### src/rtl/mem_lsu_pkg.sv
// mem_lsu_pkg: shared definitions for the MEM-stage load/store unit.
//   - aluop codes for the memory ops and a few ordinary ALU ops
//   - LSU state encoding
//   - helper functions that classify an aluop as load / store / memory op
package mem_lsu_pkg;

    // Ordinary ALU ops. Anything that is not a memory op is a pass-through.
    localparam logic [7:0] ALUOP_NOP   = 8'h00;
    localparam logic [7:0] ALUOP_ADD   = 8'h01;
    localparam logic [7:0] ALUOP_SUB   = 8'h02;
    localparam logic [7:0] ALUOP_AND   = 8'h03;
    localparam logic [7:0] ALUOP_OR    = 8'h04;

    // Loads
    localparam logic [7:0] ALUOP_LD_B  = 8'h30;
    localparam logic [7:0] ALUOP_LD_H  = 8'h31;
    localparam logic [7:0] ALUOP_LD_W  = 8'h32;
    localparam logic [7:0] ALUOP_LD_BU = 8'h33;
    localparam logic [7:0] ALUOP_LD_HU = 8'h34;

    // Stores
    localparam logic [7:0] ALUOP_ST_B  = 8'h38;
    localparam logic [7:0] ALUOP_ST_H  = 8'h39;
    localparam logic [7:0] ALUOP_ST_W  = 8'h3A;

    typedef enum logic [1:0] {
        LSU_IDLE = 2'd0,
        LSU_REQ  = 2'd1,
        LSU_RESP = 2'd2
    } lsu_state_t;

    function automatic logic is_load(input logic [7:0] op);
        return (op == ALUOP_LD_B)  || (op == ALUOP_LD_H) || (op == ALUOP_LD_W) ||
               (op == ALUOP_LD_BU) || (op == ALUOP_LD_HU);
    endfunction

    function automatic logic is_store(input logic [7:0] op);
        return (op == ALUOP_ST_B) || (op == ALUOP_ST_H) || (op == ALUOP_ST_W);
    endfunction

    function automatic logic is_mem_op(input logic [7:0] op);
        return is_load(op) || is_store(op);
    endfunction

endpackage

### src/rtl/mem_lsu_align.sv
// lsu_align: purely combinational lane steering for the load/store unit.
//   aluop     in  8  : memory aluop (non-memory ops produce neutral outputs)
//   addr_lo   in  2  : low address bits selecting the byte / half lane
//   wdata     in  32 : raw store data from the register file
//   rdata     in  32 : word returned by the data bus
//   strb      out 4  : byte strobes for stores (0 for loads)
//   wdata_rep out 32 : store data replicated across all lanes
//   load_data out 32 : selected lane, sign- or zero-extended
//   misaligned out 1 : halfword/word access not naturally aligned
module lsu_align
    import mem_lsu_pkg::*;
(
    input  logic [7:0]  aluop,
    input  logic [1:0]  addr_lo,
    input  logic [31:0] wdata,
    input  logic [31:0] rdata,
    output logic [3:0]  strb,
    output logic [31:0] wdata_rep,
    output logic [31:0] load_data,
    output logic        misaligned
);

    // Split the read word into byte lanes so lane selection is a plain index.
    logic [7:0] rbytes [4];

    genvar gi;
    generate
        for (gi = 0; gi < 4; gi++) begin : g_lane
            assign rbytes[gi] = rdata[8*gi +: 8];
        end
    endgenerate

    logic [7:0]  byte_sel;
    logic [15:0] half_sel;

    assign byte_sel = rbytes[addr_lo];
    assign half_sel = addr_lo[1] ? rdata[31:16] : rdata[15:0];

    always_comb begin
        strb       = 4'b0000;
        wdata_rep  = wdata;
        load_data  = rdata;
        misaligned = 1'b0;
        case (aluop)
            ALUOP_LD_B: begin
                load_data = {{24{byte_sel[7]}}, byte_sel};
            end
            ALUOP_LD_BU: begin
                load_data = {24'h000000, byte_sel};
            end
            ALUOP_LD_H: begin
                misaligned = addr_lo[0];
                load_data  = {{16{half_sel[15]}}, half_sel};
            end
            ALUOP_LD_HU: begin
                misaligned = addr_lo[0];
                load_data  = {16'h0000, half_sel};
            end
            ALUOP_LD_W: begin
                misaligned = |addr_lo;
            end
            ALUOP_ST_B: begin
                strb      = 4'b0001 << addr_lo;
                wdata_rep = {4{wdata[7:0]}};
            end
            ALUOP_ST_H: begin
                misaligned = addr_lo[0];
                strb       = 4'b0011 << {addr_lo[1], 1'b0};
                wdata_rep  = {2{wdata[15:0]}};
            end
            ALUOP_ST_W: begin
                misaligned = |addr_lo;
                strb       = 4'b1111;
            end
            default: begin
            end
        endcase
    end

endmodule

### src/rtl/mem_lsu.sv
// mem_lsu: MEM-stage load/store unit with a single-outstanding req/ack bus.
//   clk, rst          : clock, asynchronous active-high reset
//   ex_*_i            : request from the execute stage (valid, aluop, address,
//                       store data, ALU result, dest reg, write enable, exception)
//   flush_i           : pipeline flush
//   stallreq_o        : stall while a bus access is being started or is in flight
//   data_*            : data-memory bus (req/we/strb/addr/wdata out, ack/rdata in)
//   wb_*_o            : write-back result, wb_valid_o is a one-cycle pulse
module mem_lsu
    import mem_lsu_pkg::*;
#(
    parameter int ADDR_W = 32,
    parameter int DATA_W = 32
) (
    input  logic              clk,
    input  logic              rst,
    input  logic              ex_valid_i,
    input  logic [7:0]        ex_aluop_i,
    input  logic [ADDR_W-1:0] ex_addr_i,
    input  logic [DATA_W-1:0] ex_wdata_i,
    input  logic [DATA_W-1:0] ex_result_i,
    input  logic [4:0]        ex_wd_i,
    input  logic              ex_wreg_i,
    input  logic              ex_excp_i,
    input  logic              flush_i,
    output logic              stallreq_o,
    output logic              data_req_o,
    output logic              data_we_o,
    output logic [3:0]        data_wstrb_o,
    output logic [ADDR_W-1:0] data_addr_o,
    output logic [DATA_W-1:0] data_wdata_o,
    input  logic              data_ack_i,
    input  logic [DATA_W-1:0] data_rdata_i,
    output logic              wb_valid_o,
    output logic [4:0]        wb_wd_o,
    output logic              wb_wreg_o,
    output logic [DATA_W-1:0] wb_wdata_o,
    output logic              wb_excp_o,
    output logic              wb_ale_o
);

    lsu_state_t        state_reg;

    // Request context kept while the bus access is in flight.
    logic [7:0]        req_aluop_reg;
    logic [1:0]        req_addr_lo_reg;
    logic [4:0]        req_wd_reg;
    logic              req_wreg_reg;
    logic              flushed_reg;

    logic              data_req_reg;
    logic              data_we_reg;
    logic [3:0]        data_wstrb_reg;
    logic [ADDR_W-1:0] data_addr_reg;
    logic [DATA_W-1:0] data_wdata_reg;

    logic              wb_valid_reg;
    logic [4:0]        wb_wd_reg;
    logic              wb_wreg_reg;
    logic [DATA_W-1:0] wb_wdata_reg;
    logic              wb_excp_reg;
    logic              wb_ale_reg;

    logic              in_idle;
    logic              start;
    logic              mem_op;
    logic              go_bus;

    logic [7:0]        align_op;
    logic [1:0]        align_lo;
    logic [3:0]        align_strb;
    logic [31:0]       align_wdata;
    logic [31:0]       align_load;
    logic              align_mis;

    // The aligner is shared: in IDLE it formats the incoming request, while
    // waiting on the bus it extends the returning word for the latched op.
    assign in_idle  = (state_reg == LSU_IDLE);
    assign align_op = in_idle ? ex_aluop_i : req_aluop_reg;
    assign align_lo = in_idle ? ex_addr_i[1:0] : req_addr_lo_reg;

    lsu_align u_align (
        .aluop      (align_op),
        .addr_lo    (align_lo),
        .wdata      (ex_wdata_i),
        .rdata      (data_rdata_i),
        .strb       (align_strb),
        .wdata_rep  (align_wdata),
        .load_data  (align_load),
        .misaligned (align_mis)
    );

    assign start  = in_idle & ex_valid_i & ~flush_i;
    assign mem_op = is_mem_op(ex_aluop_i);
    // Only a clean, aligned memory op actually touches the bus.
    assign go_bus = start & mem_op & ~ex_excp_i & ~align_mis;

    always_ff @(posedge clk or posedge rst) begin
        if (rst) begin
            state_reg       <= LSU_IDLE;
            req_aluop_reg   <= 8'h00;
            req_addr_lo_reg <= 2'b00;
            req_wd_reg      <= 5'd0;
            req_wreg_reg    <= 1'b0;
            flushed_reg     <= 1'b0;
            data_req_reg    <= 1'b0;
            data_we_reg     <= 1'b0;
            data_wstrb_reg  <= 4'b0000;
            data_addr_reg   <= '0;
            data_wdata_reg  <= '0;
            wb_valid_reg    <= 1'b0;
            wb_wd_reg       <= 5'd0;
            wb_wreg_reg     <= 1'b0;
            wb_wdata_reg    <= '0;
            wb_excp_reg     <= 1'b0;
            wb_ale_reg      <= 1'b0;
        end else begin
            case (state_reg)
                LSU_IDLE: begin
                    if (go_bus) begin
                        req_aluop_reg   <= ex_aluop_i;
                        req_addr_lo_reg <= ex_addr_i[1:0];
                        req_wd_reg      <= ex_wd_i;
                        req_wreg_reg    <= ex_wreg_i;
                        flushed_reg     <= 1'b0;
                        data_req_reg    <= 1'b1;
                        data_we_reg     <= is_store(ex_aluop_i);
                        data_wstrb_reg  <= align_strb;
                        data_addr_reg   <= {ex_addr_i[ADDR_W-1:2], 2'b00};
                        data_wdata_reg  <= align_wdata;
                        state_reg       <= LSU_REQ;
                    end else if (start) begin
                        // Pass-through, misaligned or already-excepted op:
                        // answer directly, never writing a register on a fault.
                        wb_valid_reg <= 1'b1;
                        wb_wd_reg    <= ex_wd_i;
                        wb_wreg_reg  <= ex_wreg_i & ~ex_excp_i & ~(mem_op & align_mis)
                                        & ~is_store(ex_aluop_i);
                        wb_wdata_reg <= ex_result_i;
                        wb_excp_reg  <= ex_excp_i;
                        wb_ale_reg   <= mem_op & align_mis;
                        state_reg    <= LSU_RESP;
                    end
                end
                LSU_REQ: begin
                    // The bus cannot abort, so a flush only marks the result
                    // to be dropped once the ack arrives.
                    if (flush_i) begin
                        flushed_reg <= 1'b1;
                    end
                    if (data_ack_i) begin
                        data_req_reg <= 1'b0;
                        if (flushed_reg | flush_i) begin
                            state_reg <= LSU_IDLE;
                        end else begin
                            wb_valid_reg <= 1'b1;
                            wb_wd_reg    <= req_wd_reg;
                            wb_wreg_reg  <= req_wreg_reg & is_load(req_aluop_reg);
                            wb_wdata_reg <= is_load(req_aluop_reg) ? align_load : '0;
                            wb_excp_reg  <= 1'b0;
                            wb_ale_reg   <= 1'b0;
                            state_reg    <= LSU_RESP;
                        end
                    end
                end
                LSU_RESP: begin
                    wb_valid_reg <= 1'b0;
                    state_reg    <= LSU_IDLE;
                end
                default: begin
                    state_reg <= LSU_IDLE;
                end
            endcase
        end
    end

    // Stall covers the accepting cycle of a bus op plus the whole wait.
    assign stallreq_o   = ~rst & ((state_reg == LSU_REQ) | go_bus);

    assign data_req_o   = data_req_reg;
    assign data_we_o    = data_we_reg;
    assign data_wstrb_o = data_wstrb_reg;
    assign data_addr_o  = data_addr_reg;
    assign data_wdata_o = data_wdata_reg;

    // A flush arriving while the result is presented cancels it in that cycle.
    assign wb_valid_o   = wb_valid_reg & ~flush_i;
    assign wb_wd_o      = wb_wd_reg;
    assign wb_wreg_o    = wb_wreg_reg;
    assign wb_wdata_o   = wb_wdata_reg;
    assign wb_excp_o    = wb_excp_reg;
    assign wb_ale_o     = wb_ale_reg;

endmodule
### config.mk
export PLATFORM = sky130hd
export DESIGN_NAME = mem_lsu
export DESIGN_NICKNAME = d
export VERILOG_FILES = /design/src/rtl/mem_lsu_pkg.sv /design/src/rtl/mem_lsu_align.sv /design/src/rtl/mem_lsu.sv
export SDC_FILE = /design/constraint.sdc
export NUM_CORES = 1
export LEC_CHECK = 0
export CAP_MARGIN = 20
export CORE_MARGIN = 8
export CORE_UTILIZATION = 44
export DETAILED_ROUTE_END_ITERATION = 10
export GPL_ROUTABILITY_DRIVEN = 0
export PLACE_DENSITY_LB_ADDON = 0.15
export RECOVER_POWER = 25
export SYNTH_ARGS = -nofsm -noshare
export SYNTH_HDL_FRONTEND = slang
export SYNTH_SLANG_ARGS = --single-unit
### constraint.sdc
create_clock -name clk -period 4.9 [get_ports clk]
set_clock_uncertainty 0.1 [all_clocks]
set_input_delay 0.98 -clock clk [delete_from_list [all_inputs] [get_ports clk]]
set_output_delay 0.98 -clock clk [all_outputs]
set_load 0.005 [all_outputs]
==> impl_results.md, run 1 <==
- Critical path capture point type: primary output
- Clock root cell: clkbuf_16
- Most frequent CP cell: clkdlybuf4s50_1
- Tightest Hold Check Type: reg2reg
- Pleak: 4.334 nW
- Final wirelength: 22.54 mm
- DRC: 0
- Worst IR Drop VDD: 233.6 uV
- Comb pwr share: 19.7%
- Wirelength per Cell: 19.55 um
- # resized after CTS: 0
- Share of cells above drive strength 1: 8.153%
- P_int: 2.260 mW
- Detailed placement HPWL: 16.29 mm
- Ports: 260
- Total CTS buffers: 17
- Largest net degree at the start of global routing: 75
- Seq cells post-synth: 128
- Final net count: 1,104
- Final setup vio count: 0
- First-pass GRT wire length: 34.40 mm
- Largest stage delay, worst path: 0.56 ns
- CTS max path bufs: 2
- Highest Clock Rate: 223.2 MHz
- Vias in the first global route: 6,460
- Violated checks: max-capacitance violations, max-slew violations
- Synthesized instance count: 718
- Tot GR Track Use: 23.44%
- Initial antenna violation count: 0
- Grt total ovfl: 0
- Synthesized area per cell: 9.084 um^2
- Top delay family on crit path: buffers and inverters
- Clock-pin slew on the worst setup and hold paths: 0.06 ns
- Worst-Margin Slew: 2.875 ns
- Max Cap Violations: 1
- CP bufs+invs: 2
- Number of synthesized flops with an enable pin: 0
- Unrepaired setup endpoints after global routing: no
- Layout area overhead: 50.20%
- Critical path's slowest cell: clkdlybuf4s50_1
- Via count: 6,445
- Slew Viols, Final: 72
- Main synth FF type: dfrtp_1
- Sequential Power Share: 40.5%
- Required time of the critical path: 3.82 ns
- Period utilisation layout: 91.43%
- Setup TNS: 0 ns
- Count of buffers from port buffering: 257
- Drt first pass iters: 5
- Final min period: 4.480 ns
- Row cnt: 44
- Sw Pwr: 0.7924 mW
- Distinct cells, synth: 62
- Clk pwr share: 39.8%
- Sequential area share after synthesis: 49.11%
- Slew margin rel.: -91.88%
- CTS Sinks: 128
- Outcome: finished, violations left
- Synthesized cell area: 6523 um^2
- WP data arrival: 3.40 ns
- Die H: 137.8 um
- Vias per inst: 5.590
- Initial DRC count: 558
- Placeable Area: 14,530 um^2
- Post-CTS Setup Repair Bufs: 0
- Initial Util: 44.88%
- Crit Path Category: in2out
- Ant diodes: 0
- YS warnings: 0
- FFs w/ async S/R, synth: 100.0%
- Critical path, cell by cell: clkdlybuf4s50_1 > nand4bb_1 > a211o_1 > nor3_1 > o221ai_4 > a21oi_1 > clkdlybuf4s50_1
- Fin. Hold Viols: 0
- CTS tree: done
- H-tree levels: 4
- Hold slack: 0.3610 ns
- Chip width: 137.8 um
- Sw Share: 25.96%
- ANT nets after route: 0
- Worst skew pair latency: 0.42 ns
- CP Max Fanout: 6
- Die area: 18,980 um^2
- Cell Pwr Density: 311.6 nW/um^2
- CP startpoint kind: input pin
- Cts hold-fix bufs: 0
[per-layer routing]
metal	global-route usage, %	vias to the layer above	routed length (um)
li1	-	3019	-
met1	28.78	3077	9063
met2	36.93	310	10570
met3	7.586	39	2294
met4	10.51	0	614
met5	0	-	0
[power groups by stage]
stage          combinational [mW]  sequential, mW  clock, mW
2_1_floorplan               0.193            1.25          0
5_1_grt                     0.657            1.25       1.28
6_report                    0.601            1.24       1.21
3_5_place_dp                0.607            1.25          0
3_3_place_gp                0.600            1.25          0
4_1_cts                     0.610            1.24       1.23
[final timing paths]
| kind | cells past startpoint | slack [ns] | end | from |
|---|---|---|---|---|
| worst min-delay path | 2 | 0.36 | data_addr_o[8] | data_addr_o[8] |
| max in group asynchronous | 2 | 1.08 | wb_wdata_o[17] | rst |
| worst max register to register | 6 | 1.47 | wb_wdata_o[26] | state_reg[1] |
| min in group asynchronous | 2 | 1.98 | state_reg[0] | rst |
| worst min register to register | 2 | 0.36 | data_addr_o[8] | data_addr_o[8] |
| worst max-delay path | 7 | 0.42 | stallreq_o | ex_aluop_i[6] |
[layout make-up]
class | instances | area, um^2
inverter | 5 | 18.77
clock buffer | 20 | 456.7
sequential | 128 | 3203
multi-input combinational | 533 | 3059
fill | 1240 | 4737
tap | 184 | 230.2
clock inverter | 12 | 110.1
timing repair buffer | 271 | 2719
[cell usage after synthesis, types with 8 or more instances]
library cell / instances / share of area (%)
buf_2: 24 / 1.8
o21ai_0: 47 / 3.6
nand2_1: 209 / 12
o221ai_1: 32 / 4.3
dfrtp_1: 128 / 49
a21oi_1: 37 / 2.8
mux2i_1: 31 / 4.8
nor2_1: 34 / 2.0
buf_4: 10 / 1.2
clkbuf_1: 18 / 1.0
o221a_2: 8 / 1.4
a31oi_1: 35 / 3.4
[cells by family (layout without fill, tap and decap cells)]
logic type / after synthesis / in the layout / synth area share [%]
compound gates: 203 / 203 / 21.83
xor+xnor: 2 / 2 / 0.2686
buf+inv: 58 / 308 / 4.489
flops: 128 / 128 / 49.11
mux: 33 / 33 / 5.160
other cells: 1 / 2 / 0.05749
simple gates: 293 / 293 / 19.09
[per-stage QoR]
step	util [%]	area, um^2	cells	setup WS [ns]	power (mW)
after CTS	67.35	9788	1152	0.4503	3.078
after detailed placement	63.45	9221	1120	0.4565	1.859
after floorplan	-	6526	719	0.4074	1.447
after global placement	63.45	9221	1120	0.5072	1.849
final	67.41	9797	1153	0.4197	3.053
after global routing	67.41	9797	1153	0.3005	3.183
[worst min-delay path: stages, from the launching register on]
cell and delay (ns):
dfrtp_1 0.34, nand2_1 0.05, nand2_1 0.05
[layout by cell type, fill, tap and decap left out, types with 5 or more instances in the layout]
master,count
dfrtp_1,128
nand2_1,209
o221a_2,7
o221ai_1,32
clkdlybuf4s50_1,256
nor2_1,34
a22oi_1,7
clkbuf_16,17
or3_1,5
mux2i_1,31
a31oi_1,35
and2_1,6
o21ba_2,7
buf_4,10
a21oi_1,37
o21ai_0,47
nand2b_1,5
o21ai_1,6
nor3_1,6
Note: power is estimated with default switching activity, not from simulation.
==> run 2, diff against run 1 <==
--- a/config.mk
+++ b/config.mk
@@ -7,8 +7,9 @@
 export LEC_CHECK = 0
 export CAP_MARGIN = 20
 export CORE_MARGIN = 8
-export CORE_UTILIZATION = 44
+export CORE_UTILIZATION = 53
 export DETAILED_ROUTE_END_ITERATION = 10
+export DONT_BUFFER_PORTS = 1
 export GPL_ROUTABILITY_DRIVEN = 0
 export PLACE_DENSITY_LB_ADDON = 0.15
 export RECOVER_POWER = 25
==> impl_results.md, run 2 (synthesized netlist as in run 1, its figures left out) <==
- Clock-pin slew on the worst setup and hold paths: 0.05 ns (about the same)
- Largest net degree at the start of global routing: 99 (+32%)
- CTS Sinks: 128 (unchanged)
- Vias in the first global route: 5,473 (-15%)
- Slew margin rel.: -14.15% (+78 points)
- Cts hold-fix bufs: 0 (unchanged)
- Fin. Hold Viols: 0 (unchanged)
- Wirelength per Cell: 23.71 um (+21%)
- P_int: 1.989 mW (-12%)
- Drt first pass iters: 5 (unchanged)
- Comb pwr share: 8.5% (-11 points)
- Critical path capture point type: primary output
- Highest Clock Rate: 263.4 MHz (+18%)
- Count of buffers from port buffering: 0 (-100%)
- Final min period: 3.796 ns (-0.6840 ns)
- Fin worst setup slack: 1.104 ns (+0.6840 ns)
- Final net count: 845 (-23%)
- Most frequent cells in the layout: nand2_1 (209), dfrtp_1 (128), o21ai_0 (47)
- Placed cells: 824 (-26%)
- Max Cap Violations: 1 (unchanged)
- Worst skew pair latency: 0.42 ns (about the same)
- Tot GR Track Use: 24.61% (+1.2 points)
- Share of cells above drive strength 1: 10.99% (+2.8 points)
- Ant diodes: 0 (unchanged)
- Initial DRC count: 476 (-15%)
- Initial Util: 54.30% (+9.4 points)
- Unrepaired setup endpoints after global routing: no
- H-tree levels: 4 (unchanged)
- Crit Path Category: reg2out
- Total power: 2.702 mW (-11%)
- Die H: 126.9 um (-7.9%)
- Setup WS pre-CTS: 1.304 ns (+0.8479 ns)
- WP data arrival: 2.72 ns (-0.68 ns)
- ANT nets after route: 0 (unchanged)
- Leading cell type in the layout, fill and taps excluded: nand2_1
- CP Max Fanout: 14 (+8)
- Final Non-Filler Cells: 857 (-26%)
- First-pass GRT wire length: 30.69 mm (-11%)
- Final wirelength: 20.32 mm (-9.9%)
- Final setup vio count: 0 (unchanged)
- Via count: 5,533 (-14%)
- CTS tree: done
- Clk pwr share: 44.2% (+4.4 points)
- Slew Viols, Final: 69 (-4.2%)
- Worst IR Drop VDD: 209.6 uV (-10%)
- Period utilisation layout: 77.47% (-14 points)
- Outcome: finished, violations left
- Die area: 16,110 um^2 (-15%)
- DRC: 0 (unchanged)
- Violated checks: max-capacitance violations, max-slew violations
- Ports: 260 (unchanged)
- Grt total ovfl: 0 (unchanged)
- Pleak: 3.322 nW (-23%)
- Placeable Area: 12,010 um^2 (-17%)
- Post-CTS Setup Repair Bufs: 0 (unchanged)
- Chip width: 126.9 um (-7.9%)
- Fin util: 59.36% (-8.0 points)
- Setup TNS: 0 ns (unchanged)
- Total CTS buffers: 17 (unchanged)
- Worst-Margin Slew: 1.712 ns (-1.163 ns)
- Cell Pwr Density: 379.0 nW/um^2 (+22%)
- Initial antenna violation count: 0 (unchanged)
- Clock root cell: clkbuf_16
- Row cnt: 40 (-9.1%)
- Detailed placement HPWL: 14.91 mm (-8.5%)
- Tightest Hold Check Type: reg2reg
- Sw Share: 26.39% (+0.43 points)
- CTS max path bufs: 2 (unchanged)
- # resized after CTS: 0 (unchanged)
- Layout area overhead: 9.323%
- Sw Pwr: 0.7133 mW (-10%)
- Vias per inst: 6.456 (+16%)
- Required time of the critical path: 3.82 ns (about the same)
- Sequential Power Share: 47.3% (+6.8 points)
- CP startpoint kind: flop
==> run 2: changes by cell type in the layout (fill, tap and decap cells not counted), sizes merged <==
cell	previous run	this run
buf	14	10
clkbuf	20	22
clkdlybuf4s50	256	0
clkinv	8	5
clkinvlp	1	5
dlygate4sd3	1	0
inv	7	6
==> run 2: final timing paths <==
| check | start | end | slack, ns | cells past startpoint |
|---|---|---|---|---|
| min in group asynchronous | rst | data_wdata_o[23] | 0.50 | 1 |
| setup reg to reg | state_reg[0] | wb_wdata_o[16] | 1.43 | 6 |
| max in group asynchronous | rst | data_addr_o[31] | 1.30 | 3 |
| hold reg to reg | req_aluop_reg[4] | req_aluop_reg[4] | 0.37 | 1 |
| hold / removal | req_aluop_reg[4] | req_aluop_reg[4] | 0.37 | 1 |
| setup / recovery | state_reg[0] | stallreq_o | 1.10 | 5 |
==> run 2: layout make-up <==
| type | instances | area (um^2) |
|---|---|---|
| multi-input cells | 533 | 3059 |
| fillers | 1078 | 4881 |
| repair buffers | 12 | 97.59 |
| clock buffers | 20 | 456.7 |
| flip-flops and latches | 128 | 3203 |
| well taps | 147 | 183.9 |
| inverters | 5 | 20.02 |
| clock inverters | 12 | 110.1 |
==> run 2: power by group through the flow <==
stage / Sequential [mW] / Combinational [mW] / Clock [mW]
final: 1.28 / 0.229 / 1.19
after global routing: 1.30 / 0.264 / 1.26
after CTS: 1.28 / 0.231 / 1.22
after detailed placement: 1.30 / 0.232 / 0
after global placement: 1.30 / 0.221 / 0
after floorplan: 1.25 / 0.193 / 0
==> run 2: worst max-delay path, cell delays in order (launching register included) <==
cell	delay, ns
dfrtp_1	0.66
or2_1	0.50
mux2_4	0.39
a32oi_2	0.29
o221ai_4	0.17
a21oi_1	0.29
==> run 2: stage by stage <==
step	hold slack (ns)	cell area (um^2)
CTS	0.3776	7129
finish	0.3724	7131
global route	0.4012	7131
detailed placement	0.3607	6563
floorplan	0.3346	6526
global placement	0.3482	6563
==> run 2: routing by layer <==
metal	global-route usage [%]	routed length (um)	vias up	part of all wire [%]
li1	-	-	2509	-
met1	27.04	7312	2676	36
met2	38.83	9671	298	48
met3	13.87	2823	50	14
met4	9.587	507	0	2.5
met5	0	0	-	0
==> run 3, diff against run 2 <==
==> constraint.sdc (replaced) <==
create_clock -name clk -period 3.2 [get_ports clk]
set_clock_uncertainty 0.1 [all_clocks]
set_input_delay 0.64 -clock clk [delete_from_list [all_inputs] [get_ports clk]]
set_output_delay 0.64 -clock clk [all_outputs]
set_load 0.005 [all_outputs]
==> impl_results.md, run 3 (synthesized netlist as in run 1, its figures left out) <==
- Outcome: finished, violations left
- Violated checks: max-capacitance violations, max-slew violations
- Worst setup startpoint: state_reg[1]
- ANT nets after route: 0 (unchanged)
- Placeable Area: 12,010 um^2 (unchanged)
- Initial antenna violation count: 0 (unchanged)
- Die area: 16,110 um^2 (unchanged)
- Crit Path Category: reg2out
- Worst skew pair latency: 0.41 ns (about the same)
- Pleak: 3.419 nW (+2.9%)
- Layout area overhead: 11.95%
- DRC: 0 (unchanged)
- Via count: 5,608 (+1.4%)
- Clock-pin slew on the worst setup and hold paths: 0.06 ns (about the same)
- Highest Clock Rate: 317.2 MHz
- Largest stage delay, worst path: 0.47 ns (-0.19 ns)
- Chip width: 126.9 um (unchanged)
- Worst IR Drop VDD: 303.5 uV (+45%)
- CP bufs+invs: 0 (unchanged)
- Final wirelength: 21.00 mm (+3.4%)
- Hold slack: 0.2369 ns (-0.1354 ns)
- Worst Min Path Start: ex_addr_i[24]
- Row cnt: 40 (unchanged)
- Final min period: 3.153 ns
- Slew Viols, Final: 35 (-49%)
- Tightest Hold Check Type: in2reg
- Largest net degree at the start of global routing: 56 (-43%)
- Slew margin rel.: -21.92% (-7.8 points)
- Critical path, cell by cell: or2_4 > or3_1 > a32oi_2 > o221ai_4 > a21oi_1
- Ant diodes: 0 (unchanged)
- Worst-Margin Slew: 1.829 ns (+0.1165 ns)
- Setup TNS: 0 ns (unchanged)
- Vias per inst: 6.431 (-0.39%)
- Most frequent cells in the layout: nand2_1 (208), dfrtp_1 (128), o21ai_0 (47)
- Tot GR Track Use: 25.89% (+1.3 points)
- Initial DRC count: 475 (-0.21%)
- Grt met1 use: 29.00% (+2.0 points)
- Detailed placement HPWL: 15.71 mm (+5.4%)
- Fin. Hold Viols: 0 (unchanged)
- Required time of the critical path: 2.46 ns (-1.36 ns)
- Reg2reg start: state_reg[0]
- Global route hottest layer: met2
- Cell Pwr Density: 583.0 nW/um^2 (+54%)
- Die H: 126.9 um (unchanged)
- Total power: 4.257 mW (+58%)
- Clock root cell: clkbuf_16
- Top delay family on crit path: compound AO/OA/AOI/OAI gates
- CP startpoint kind: flop
- Final setup vio count: 0 (unchanged)
- WP data arrival: 2.41 ns (-0.31 ns)
- Total CTS buffers: 17 (unchanged)
- First-pass GRT wire length: 32.73 mm (+6.6%)
- Grt total ovfl: 0 (unchanged)
- Final net count: 860 (+1.8%)
- Leading cell type in the layout, fill and taps excluded: nand2_1
- H-tree levels: 4 (unchanged)
- Fin util: 60.79% (+1.4 points)
- Critical path's slowest cell: dfrtp_1
- CP Max Fanout: 11 (-3)
- Share of cells above drive strength 1: 13.10% (+2.1 points)
- Period utilisation layout: 98.53%
- Global routing met2 resource utilization: 41.96% (+3.1 points)
- Max Cap Violations: 1 (unchanged)
- Ports: 260 (unchanged)
- Critical path capture point type: primary output
- CTS Sinks: 128 (unchanged)
- Wirelength per Cell: 24.08 um (+1.6%)
- Count of buffers from port buffering: 0 (unchanged)
- Vias in the first global route: 5,797 (+5.9%)
- Drt first pass iters: 5 (unchanged)
- CTS max path bufs: 2 (unchanged)
- CTS tree: done
- M3 GR Usage: 13.41% (-0.46 points)
- Initial Util: 54.30% (unchanged)
run 3: worst paths after layout:
check	slack, ns	cells past startpoint	to
setup / recovery	0.05	5	stallreq_o
hold / removal	0.24	2	data_addr_o[24]
setup reg to reg	0.15	7	wb_wdata_o[17]
hold reg to reg	0.37	2	req_wd_reg[1]
max in group asynchronous	0.58	3	wb_wdata_o[17]
min in group asynchronous	0.49	2	data_we_o
run 3: metal layers:
layer  routed length (um)  vias to the layer above  part of all wire, %
li1                     -                     2536                    -
met1                 7708                     2745                   37
met2                10150                      295                   48
met3                 2802                       32                   13
met4                  333                        0                  1.6
met5                    0                        -                    0
run 3: worst reg2reg max path, stage by stage, from the launching register on:
cell and delay, ns:
dfrtp_1 0.48, buf_4 0.22, or4_1 0.47, o31ai_1 0.14, o211ai_1 0.28, o32ai_4 0.79, o221ai_1 0.26, a31oi_1 0.23
run 3: what timing repair did:
action                     CTS  global route
gates resized for setup      3             3
setup endpoints to repair    1             1
hold buffers                 1             0
hold endpoints to repair     1             0
buffers inserted             0             0
run 3: cell type report:
| type | count | area [um^2] |
|---|---|---|
| fill | 1059 | 4710 |
| sequential | 128 | 3203 |
| multi-input combinational | 533 | 3084 |
| clock buffer | 21 | 460.4 |
| timing repair buffer | 27 | 221.5 |
| tap | 147 | 183.9 |
| clock inverter | 11 | 128.9 |
| inverter | 5 | 20.02 |
run 3: power breakdown:
part | switching, mW | leakage [nW] | internal, mW
logic | 0.219 | 1.46 | 0.149
clock network | 0.730 | 0.285 | 1.20
registers | 0.169 | 1.67 | 1.79
run 3: through the flow:
step                      cell area [um^2]  instances  worst slack (ns)
after detailed placement              6701        839            0.2593
after global placement                6701        839            0.3092
after floorplan                       6530        719            0.1936
after CTS                             7311        872           0.03913
after global routing                  7302        872          -0.01357
final                                 7302        872           0.04701
